$ cat config.mk
export PLATFORM = sky130hd
export DESIGN_NAME = ysyx_25040101_idu_ctrl
export DESIGN_NICKNAME = d
export VERILOG_FILES = /design/src/rtl/ysyx_25040101_idu_ctrl_pkg.sv /design/src/rtl/ysyx_25040101_imm_type_dec.sv /design/src/rtl/ysyx_25040101_idu_ctrl.sv
export SDC_FILE = /design/constraint.sdc
export NUM_CORES = 1
export LEC_CHECK = 0
export ABC_AREA = 1
export BUFFER_PORTS_ARGS = -buffer_cell sky130_fd_sc_hd__buf_2
export CORE_AREA = 3 3 127 129
export CTS_BUF_LIST = sky130_fd_sc_hd__clkbuf_16
export DETAILED_ROUTE_END_ITERATION = 7
export DIE_AREA = 0 0 130 132
export PLACE_DENSITY = 0.73
export SLEW_MARGIN = 20
export SYNTH_ARGS = -nofsm -noshare
export SYNTH_HDL_FRONTEND = slang
export SYNTH_SLANG_ARGS = --single-unit
$ cat constraint.sdc
create_clock -name clk_i -period 2 [get_ports clk_i]
set_clock_uncertainty 0.15 [all_clocks]
set_input_delay 0.2 -clock clk_i [delete_from_list [all_inputs] [get_ports clk_i]]
set_output_delay 0.2 -clock clk_i [all_outputs]
set_load 0.03 [all_outputs]
$ cat src/rtl/ysyx_25040101_idu_ctrl_pkg.sv
// Shared constants for the decode-stage controller: RV32 opcodes, one-hot immediate
// format selects and the skid-buffer state encoding.
package ysyx_25040101_idu_ctrl_pkg;

    localparam logic [6:0] OP_IMM = 7'b0010011;
    localparam logic [6:0] LOAD   = 7'b0000011;
    localparam logic [6:0] JALR   = 7'b1100111;
    localparam logic [6:0] SYSTEM = 7'b1110011;
    localparam logic [6:0] STORE  = 7'b0100011;
    localparam logic [6:0] BRANCH = 7'b1100011;
    localparam logic [6:0] LUI    = 7'b0110111;
    localparam logic [6:0] AUIPC  = 7'b0010111;
    localparam logic [6:0] JAL    = 7'b1101111;
    localparam logic [6:0] OP     = 7'b0110011;

    localparam logic [4:0] IMM_I    = 5'b10000;
    localparam logic [4:0] IMM_S    = 5'b01000;
    localparam logic [4:0] IMM_B    = 5'b00100;
    localparam logic [4:0] IMM_U    = 5'b00010;
    localparam logic [4:0] IMM_J    = 5'b00001;
    localparam logic [4:0] IMM_NONE = 5'b00000;

    typedef enum logic [1:0] {
        StEmpty,
        StOne,
        StTwo
    } idu_state_e;

endpackage

$ cat src/rtl/ysyx_25040101_imm_type_dec.sv
// Combinational opcode classifier: one-hot immediate format select plus illegal flag.
module ysyx_25040101_imm_type_dec
    import ysyx_25040101_idu_ctrl_pkg::*;
(
    input  logic [6:0] opcode_i,
    output logic [4:0] imm_type_o,
    output logic       illegal_o
);

    // Every legal opcode ends in 2'b11, so the default arm also covers compressed encodings.
    always_comb begin
        imm_type_o = IMM_NONE;
        illegal_o  = 1'b0;
        case (opcode_i)
            OP_IMM, LOAD, JALR, SYSTEM: imm_type_o = IMM_I;
            STORE:                      imm_type_o = IMM_S;
            BRANCH:                     imm_type_o = IMM_B;
            LUI, AUIPC:                 imm_type_o = IMM_U;
            JAL:                        imm_type_o = IMM_J;
            OP:                         imm_type_o = IMM_NONE;
            default:                    illegal_o  = 1'b1;
        endcase
    end

endmodule

$ cat src/rtl/ysyx_25040101_idu_ctrl.sv
// Decode-stage controller: buffers fetched instructions in a 2-entry skid buffer (or a
// single entry), tags each with its immediate format and presents them to execute.
module ysyx_25040101_idu_ctrl
    import ysyx_25040101_idu_ctrl_pkg::*;
#(
    parameter int unsigned XLEN    = 32,
    parameter int unsigned EN_SKID = 1,
    parameter int unsigned CNT_W   = 32
) (
    input  logic              clk_i,
    input  logic              rst_n_i,
    input  logic              ifu_valid_i,
    output logic              ifu_ready_o,
    input  logic [XLEN-1:0]   inst_i,
    input  logic [XLEN-1:0]   pc_i,
    input  logic              flush_i,
    output logic              idu_valid_o,
    input  logic              exu_ready_i,
    output logic [XLEN-8:0]   inst_o,
    output logic [XLEN-1:0]   pc_o,
    output logic [4:0]        imm_type_o,
    output logic              illegal_o,
    output logic [CNT_W-1:0]  stall_cnt_o
);

    idu_state_e state_q, state_d;

    logic [XLEN-8:0]  main_inst_q, skid_inst_q;
    logic [XLEN-1:0]  main_pc_q, skid_pc_q;
    logic [4:0]       main_imm_q, skid_imm_q;
    logic             main_ill_q, skid_ill_q;
    logic [CNT_W-1:0] stall_cnt_q;

    logic [4:0] cap_imm;
    logic       cap_ill;
    logic       up_xfer, dn_xfer, stall;
    logic       main_we, main_from_skid, skid_we;

    ysyx_25040101_imm_type_dec u_imm_type_dec (
        .opcode_i   (inst_i[6:0]),
        .imm_type_o (cap_imm),
        .illegal_o  (cap_ill)
    );

    assign idu_valid_o = (state_q != StEmpty);
    assign ifu_ready_o = (EN_SKID != 0) ? (state_q != StTwo) : (!idu_valid_o || exu_ready_i);
    assign up_xfer     = ifu_valid_i && ifu_ready_o;
    assign dn_xfer     = idu_valid_o && exu_ready_i;
    assign stall       = idu_valid_o && !exu_ready_i;

    always_comb begin
        state_d        = state_q;
        main_we        = 1'b0;
        main_from_skid = 1'b0;
        skid_we        = 1'b0;
        if (flush_i) begin
            state_d = StEmpty;
        end else begin
            case (state_q)
                StEmpty: begin
                    if (up_xfer) begin
                        state_d = StOne;
                        main_we = 1'b1;
                    end
                end
                StOne: begin
                    if (up_xfer && dn_xfer) begin
                        main_we = 1'b1;
                    end else if (up_xfer) begin
                        state_d = StTwo;
                        skid_we = 1'b1;
                    end else if (dn_xfer) begin
                        state_d = StEmpty;
                    end
                end
                StTwo: begin
                    if (dn_xfer) begin
                        state_d        = StOne;
                        main_we        = 1'b1;
                        main_from_skid = 1'b1;
                    end
                end
                default: state_d = StEmpty;
            endcase
        end
    end

    always_ff @(posedge clk_i or negedge rst_n_i) begin
        if (!rst_n_i) begin
            state_q     <= StEmpty;
            main_inst_q <= '0;
            main_pc_q   <= '0;
            main_imm_q  <= IMM_NONE;
            main_ill_q  <= 1'b0;
            skid_inst_q <= '0;
            skid_pc_q   <= '0;
            skid_imm_q  <= IMM_NONE;
            skid_ill_q  <= 1'b0;
            stall_cnt_q <= '0;
        end else begin
            state_q <= state_d;
            if (main_we) begin
                if (main_from_skid) begin
                    main_inst_q <= skid_inst_q;
                    main_pc_q   <= skid_pc_q;
                    main_imm_q  <= skid_imm_q;
                    main_ill_q  <= skid_ill_q;
                end else begin
                    main_inst_q <= inst_i[XLEN-1:7];
                    main_pc_q   <= pc_i;
                    main_imm_q  <= cap_imm;
                    main_ill_q  <= cap_ill;
                end
            end
            if (skid_we) begin
                skid_inst_q <= inst_i[XLEN-1:7];
                skid_pc_q   <= pc_i;
                skid_imm_q  <= cap_imm;
                skid_ill_q  <= cap_ill;
            end
            if (stall && !(&stall_cnt_q)) begin
                stall_cnt_q <= stall_cnt_q + CNT_W'(1);
            end
        end
    end

    assign inst_o      = main_inst_q;
    assign pc_o        = main_pc_q;
    assign imm_type_o  = main_imm_q;
    assign illegal_o   = main_ill_q;
    assign stall_cnt_o = stall_cnt_q;

endmodule

==> impl_metrics.yaml, run 1 <==
status:
  outcome: "finished, final reports clean"
global_routing:
  antenna_found_initial: 0
  grt_pass1_vias: 6806
  grt_util_all_layers_pct: 24.2
  overflow: 0
  grt_max_degree: 70
  grt_first_pass_wirelength_um: 33500
run:
  cap_violations: 0
layout:
  final_cells: 1399
  final_cell_area_mm2: 0.00990
  layout-drive-gt1-share_pct: 20.0
  area_delta_synth_final_pct: 32.1
  fillers: 1259
  nets: 1270
  antenna_cells: 0
timing:
  finalCritPeriodShare_pct: 92.3
  drv_slew: 0
  hold_viol_final: 0
  relSlewSlack_pct: 78.5
  worst_pin_slew_ns: 0.322
  clock.fmax_mhz: 542
  setup_violations: 0
  rsz0062_at_grt: "false"
  fin_setup_tns_ns: 0
  period_minus_slack_ns: 1.85
setup_path:
  worstPathCellList: "ha_1 > inv_2 > nor2_8 > nand2_4 > nor2_4 > nand2_2 > nand2_4 > inv_2 > buf_12 > nand2_1 > nand2_1 > nand2_1"
  cpMaxStageDelayCell: "dfrtp_2"
  crit_type: "reg -> reg"
  start_kind: "flip-flop"
  cp-end-kind: "flip-flop"
  crit_arrival_ns: 2.00
  slowest_delay_ns: 0.44
  path_max_fanout: 31
  cpMostUsedCell: "nand2_1"
  cp.required_ns: 2.16
synthesis:
  syn_nets: 1039
  synth_top_area_share_pct: 53.4
  ys_seq_area_share_pct: 53.4
  synthTopCellsByArea: "dfrtp_1, nand2_1, o21ai_0, nor2_1, o21ai_1"
  syn_area_mm2: 0.00749
  yosysWarnings: 0
  ys_seq_elements: 160
  netlist_top_cells_count: "nand2_1, dfrtp_1, nor2_1"
  yosysTopAreaCell: "dfrtp_1"
  synthCells: 969
  yosysUniqueCellTypes: 26
  yosysMostFrequentCell: "nand2_1"
  ys.flop_type: "dfrtp_1"
  synthArstFlopShare_pct: 100
  syn_avg_cell_area_um2: 7.73
  synth-edff-count: 0
drt:
  drt_iter0_drc: 489
  vias: 7206
  ant_nets: 0
  wire_per_inst_um: 14.4
  drc: 0
  dr.pass1.iters: 5
  viasPerCell: 5.15
  routed_wl_um: 20200
floorplanning:
  dieHeight_um: 132
  rows: 45
  die_area_mm2: 0.0172
  core_mm2: 0.0151
  die_w_um: 130
  io_pins: 166
  initial_core_util_pct: 49.5
clock_network:
  cts-htree-levels: 4
  cts_sinks: 160
  clock_latency_ns: 0.42
  clk_path_buf_depth: 2
  clkTransAtPathRegs_ns: 0.06
  cts_buffers: 17
  root_buffer: "clkbuf_16"
  cts_tree: "yes"
power_and_ir_drop:
  power.leakage_uw: 0.00510
  powerDensity_mw_per_mm2: 1160
  vdd_ir_drop_max_uv: 843
placement:
  place_inst: 1306
  place_area_mm2: 0.00868
  io_buffers: 165
  place_hpwl_um: 13100
  gp_congestion: 0.919
hold_path:
  hold_path_class: "in -> reg"
## metal layers
metal | up-vias | part of all wire (%) | global-route usage, %
met3 | 30 | 5.4 | 5.02
met2 | 246 | 48 | 38.5
li1 | 3515 | - | -
met4 | 0 | 2.0 | 7.39
met1 | 3415 | 45 | 33.4
met5 | - | 0 | 0
## sequential cells by signal, indices dropped and copies added (netlist names)
signal       count
inst_o          25
skid_ill_q       1
stall_cnt_o     32
skid_inst_q     25
illegal_o        1
skid_imm_q       5
skid_pc_q       32
state_q          2
pc_o            32
imm_type_o       5
## critical path: cells and delay by family, from the launching register on
family,cells,cell delay (ns)
and+or+nand+nor,8,0.53
DFF,1,0.44
adders and majority gates,1,0.23
buffers and inverters,3,0.36
## logic make-up (layout without fill, tap and decap cells)
family                     count (synthesis)  count (layout)  share of synthesized area, %
adders and majority gates                  1               1                         0.167
AOI/OAI and AO/OA                        142             142                          9.55
DFF                                      160             160                          53.4
xor gates and xnor gates                  11              11                          1.29
and+or+nand+nor                          587             587                          31.3
buffers and inverters                     68             310                          4.21
## layout make-up
type / instances / area [um2] / area share [%]
Clock buffer: 17 / 425 / 4.30
Clock inverter: 13 / 149 / 1.50
Inverter: 23 / 88.8 / 0.898
Multi-Input combinational cell: 741 / 3190 / 32.2
Sequential cell: 160 / 4010 / 40.5
Tap cell: 188 / 235 / 2.38
Timing Repair Buffer: 257 / 1800 / 18.2
## timing repair
| item | CTS | global route |
|---|---|---|
| setup buffers | 0 | 1 |
| hold endpoints to repair | 280 | 0 |
| hold buffers | 62 | 0 |
| endpoints found under the setup margin | 0 | 19 |
| gates resized for setup | 0 | 4 |
## report_power, final
group	internal [uW]	switching [uW]
Clock	1930	1280
Sequential	4290	634
Combinational	1120	2260
Total	7340	4170
## through the flow
| step | utilization (%) | setup WS (ns) | total power (uW) | hold slack (ns) |
|---|---|---|---|---|
| after CTS | 65.2 | 0.0889 | 11600 | 0.00363 |
| after floorplan | - | 0.0382 | 7090 | -0.246 |
| after global placement | 57.3 | 0.195 | 8150 | -0.0433 |
| after detailed placement | 57.3 | 0.139 | 8230 | -0.0436 |
| final | 65.3 | 0.155 | 11500 | 0.0252 |
| after global routing | 65.3 | 0.0306 | 12200 | 0.0605 |
## layout by cell type, fill, tap and decap left out
cell / count
a21oi_1: 8
buf_12: 10
buf_2: 164
buf_4: 20
buf_6: 1
bufinv_16: 3
clkbuf_16: 17
clkinv_1: 1
clkinv_2: 3
clkinv_4: 1
clkinvlp_4: 2
dfrtp_1: 159
dfrtp_2: 1
dlygate4sd3_1: 62
ha_1: 1
inv_1: 19
inv_2: 5
inv_4: 1
inv_6: 1
nand2_1: 422
nand2_2: 5
nand2_4: 2
nand3_1: 8
nand3b_1: 16
nand4_1: 5
nor2_1: 120
nor2_4: 4
nor2_8: 1
nor3_1: 3
o21a_1: 2
o21ai_0: 96
o21ai_1: 36
or2_2: 1
xnor2_1: 8
xor2_1: 3
## final timing paths
kind / slack (ns) / start / endpoint / depth (start not counted)
worst max-delay path: 0.15 / stall_cnt_o[0] / stall_cnt_o[10] / 12
worst min-delay path: 0.03 / inst_i[6] / skid_imm_q[1] / 6
worst max register to register: 0.15 / stall_cnt_o[0] / stall_cnt_o[10] / 12
worst min register to register: 0.33 / skid_inst_q[0] / skid_inst_q[0] / 2
max in group asynchronous: 1.03 / rst_n_i / skid_ill_q / 3
min in group asynchronous: 0.08 / rst_n_i / stall_cnt_o[4] / 2
(Power assumes the default switching activity.)
==> run 2: changes to the inputs <==
Settings changed: ABC_AREA 1 to unset, CORE_AREA 3 3 127 129 to 3 3 123 125, DIE_AREA 0 0 130 132 to 0 0 126 128, MAX_ROUTING_LAYER set to met4, PLACE_DENSITY 0.73 to 0.74.
==> run 2 against run 1 <==
Net effect: combinational power fell by 38%; synthesized cell count fell by 26%; hold slack improved by 0.018 ns; maximum frequency fell by 4.6%; non-clock buffer count rose by 12; highest routed layer unchanged.
==> impl_metrics.yaml, run 2 <==
placement:
  place_hpwl_um: 11200
  gp_congestion: 0.835
  io_buffers: 165
  place_inst: 1059
timing:
  setup_violations: 0
  hold-worst-slack_ns: 0.0435
  worst_pin_slew_ns: 0.561
  period_minus_slack_ns: 1.93
  rsz0062_at_grt: "true"
  relSlewSlack_pct: 62.6
  finalCritPeriodShare_pct: 96.7
  clock.fmax_mhz: 517
  drv_slew: 0
  hold_viol_final: 0
synthesis:
  syn_area_mm2: 0.00703
  synth-edff-count: 0
  yosysTopAreaCell: "dfrtp_1"
  syn_nets: 790
  ys_seq_elements: 160
  syn_avg_cell_area_um2: 9.76
  yosysWarnings: 0
  synthArstFlopShare_pct: 100
  yosysMostFrequentCell: "nand2_1"
  synthCells: 720
  yosysUniqueCellTypes: 44
  ys_seq_area_share_pct: 57.0
  synthTopCellsByArea: "dfrtp_1, nand2_1, mux2i_1, a21oi_1, nor2_1"
  ys.flop_type: "dfrtp_1"
  synth_top_area_share_pct: 57.0
  netlist_top_cells_count: "nand2_1, dfrtp_1, nor2_1"
hold_path:
  whs_path_depth: 4
  worstHoldStart: "inst_i[4]"
  hold_path_class: "in -> reg"
  min_to: "skid_imm_q[2]"
drt:
  drc: 0
  ant_nets: 0
  dr.pass1.iters: 4
  viasPerCell: 5.15
  vias: 5996
  wire_per_inst_um: 15.8
  routed_wl_um: 18400
  drt_iter0_drc: 406
setup_path:
  crit_type: "reg -> reg"
  reg2reg_depth: 6
  ff2ff_setup_slack_ns: 0.07
  path_max_fanout: 3
  cp.required_ns: 2.19
  worstReg2RegEnd: "stall_cnt_o[14]"
  r2r_start: "stall_cnt_o[0]"
  start_kind: "flip-flop"
  cp-end-kind: "flip-flop"
  startpoint: "stall_cnt_o[0]"
  crit_arrival_ns: 2.13
clock_network:
  root_buffer: "clkbuf_16"
  clkTransAtPathRegs_ns: 0.06
  clk_path_buf_depth: 2
  cts_buffers: 17
  cts_tree: "yes"
  clock_latency_ns: 0.42
  cts_sinks: 160
  cts-htree-levels: 4
layout:
  final_cell_mix: "nand2_1, buf_2, dfrtp_1, nor2_1, dlygate4sd3_1"
  nets: 1041
  fillers: 1055
  antenna_cells: 0
  final_cells: 1164
  layout-drive-gt1-share_pct: 27.2
  area_delta_synth_final_pct: 37.9
  final_common_cell: "nand2_1"
floorplanning:
  die_w_um: 126
  die_area_mm2: 0.0161
  dieHeight_um: 128
  io_pins: 166
  initial_core_util_pct: 50.2
  core_mm2: 0.0140
  rows: 43
power_and_ir_drop:
  powerDensity_mw_per_mm2: 965
  power.leakage_uw: 0.00509
  vdd_ir_drop_max_uv: 1010
global_routing:
  overflow: 0
  grt_pass1_vias: 6036
  grt_util_all_layers_pct: 23.5
  grt_first_pass_wirelength_um: 29600
  antenna_found_initial: 0
  grt_max_degree: 69
status:
  outcome: "finished, final reports clean"
run:
  cap_violations: 0
## run 2: changes by cell type after synthesis, moves of 7 or more
cell / before / now
xor2_1: 3 / 10
xnor2_1: 8 / 21
o21ai_0: 97 / 7
nand3_1: 8 / 17
nand3b_1: 16 / 3
inv_1: 17 / 5
o21ai_1: 35 / 0
buf_2: 24 / 15
a21oi_1: 8 / 64
nor2_1: 120 / 71
mux2i_1: 0 / 58
nand4_1: 5 / 13
nand2_1: 425 / 196
## run 2: worst max-delay path by stage
stage                            endpoint  slack (ns)  cells past startpoint
after detailed placement  stall_cnt_o[14]       0.008                      6
after floorplan           stall_cnt_o[14]       -0.01                      6
final                     stall_cnt_o[14]        0.07                      6
after CTS                 stall_cnt_o[14]        0.02                      6
after global placement    stall_cnt_o[14]        0.06                      6
after global routing      stall_cnt_o[14]       -0.03                      6
## run 2: cells by family (layout without fill, tap and decap cells)
group	Yosys count	in the layout	share of synthesized area, %
simple gates	340	340	21.0
flops	160	160	57.0
compound gates	87	87	6.89
mux	59	59	8.42
buf+inv	42	306	2.67
xor+xnor	31	31	3.86
fa+ha+maj	1	1	0.178
## run 2: repair_timing
| item | in CTS | in global routing |
|---|---|---|
| pin swaps | 0 | 8 |
| cloned | 0 | 2 |
| resized for setup | 0 | 10 |
| setup buffers | 1 | 5 |
| hold endpoints to repair | 171 | 0 |
| setup endpoints to repair | 2 | 44 |
| hold buffers | 65 | 0 |
## run 2: critical path: stages (launching register included)
cell,delay [ns]
dfrtp_2,0.39
ha_4,0.16
nand2_4,0.06
or4_4,0.47
a211o_2,0.36
nor2_2,0.13
xor2_1,0.14
## run 2: layout make-up
cell class              instances  area, um2  share of cell area, %
clock buffers                  17        425                   4.39
clock inverters                15        131                   1.36
inverters                       5       18.8                  0.194
multi-input cells             518       2910                   30.1
flip-flops and latches        160       4020                   41.5
well taps                     180        225                   2.32
repair buffers                269       1960                   20.2
## run 2: power breakdown
part	total [uW]	switching, uW	internal, uW	leakage (uW)
Sequential	4170	344	3820	0.00195
Combinational	2100	1310	789	0.00287
Clock	3090	1280	1800	0.000275
## run 2: through the flow
step | util, % | setup slack, ns | instance area (um2) | TNS, ns | total power (uW)
finish | 69.3 | 0.0654 | 9690 | 0 | 9350
global route | 69.3 | -0.0309 | 9690 | -0.0471 | 9810
CTS | 68.4 | 0.0246 | 9570 | 0 | 9350
detailed placement | 59.7 | 0.00766 | 8350 | 0 | 6130
global placement | 59.7 | 0.0553 | 8350 | 0 | 6060
floorplan | - | -0.0109 | 7070 | -0.0196 | 5390
## run 2: metal layers
| layer | track usage [%] | up-vias | routed length, um |
|---|---|---|---|
| met5 | - | - | 0 |
| met4 | 8.83 | 0 | 410 |
| met3 | 5.71 | 31 | 1060 |
| met2 | 37.2 | 167 | 8860 |
| met1 | 29.5 | 2900 | 8030 |
| li1 | - | 2898 | - |
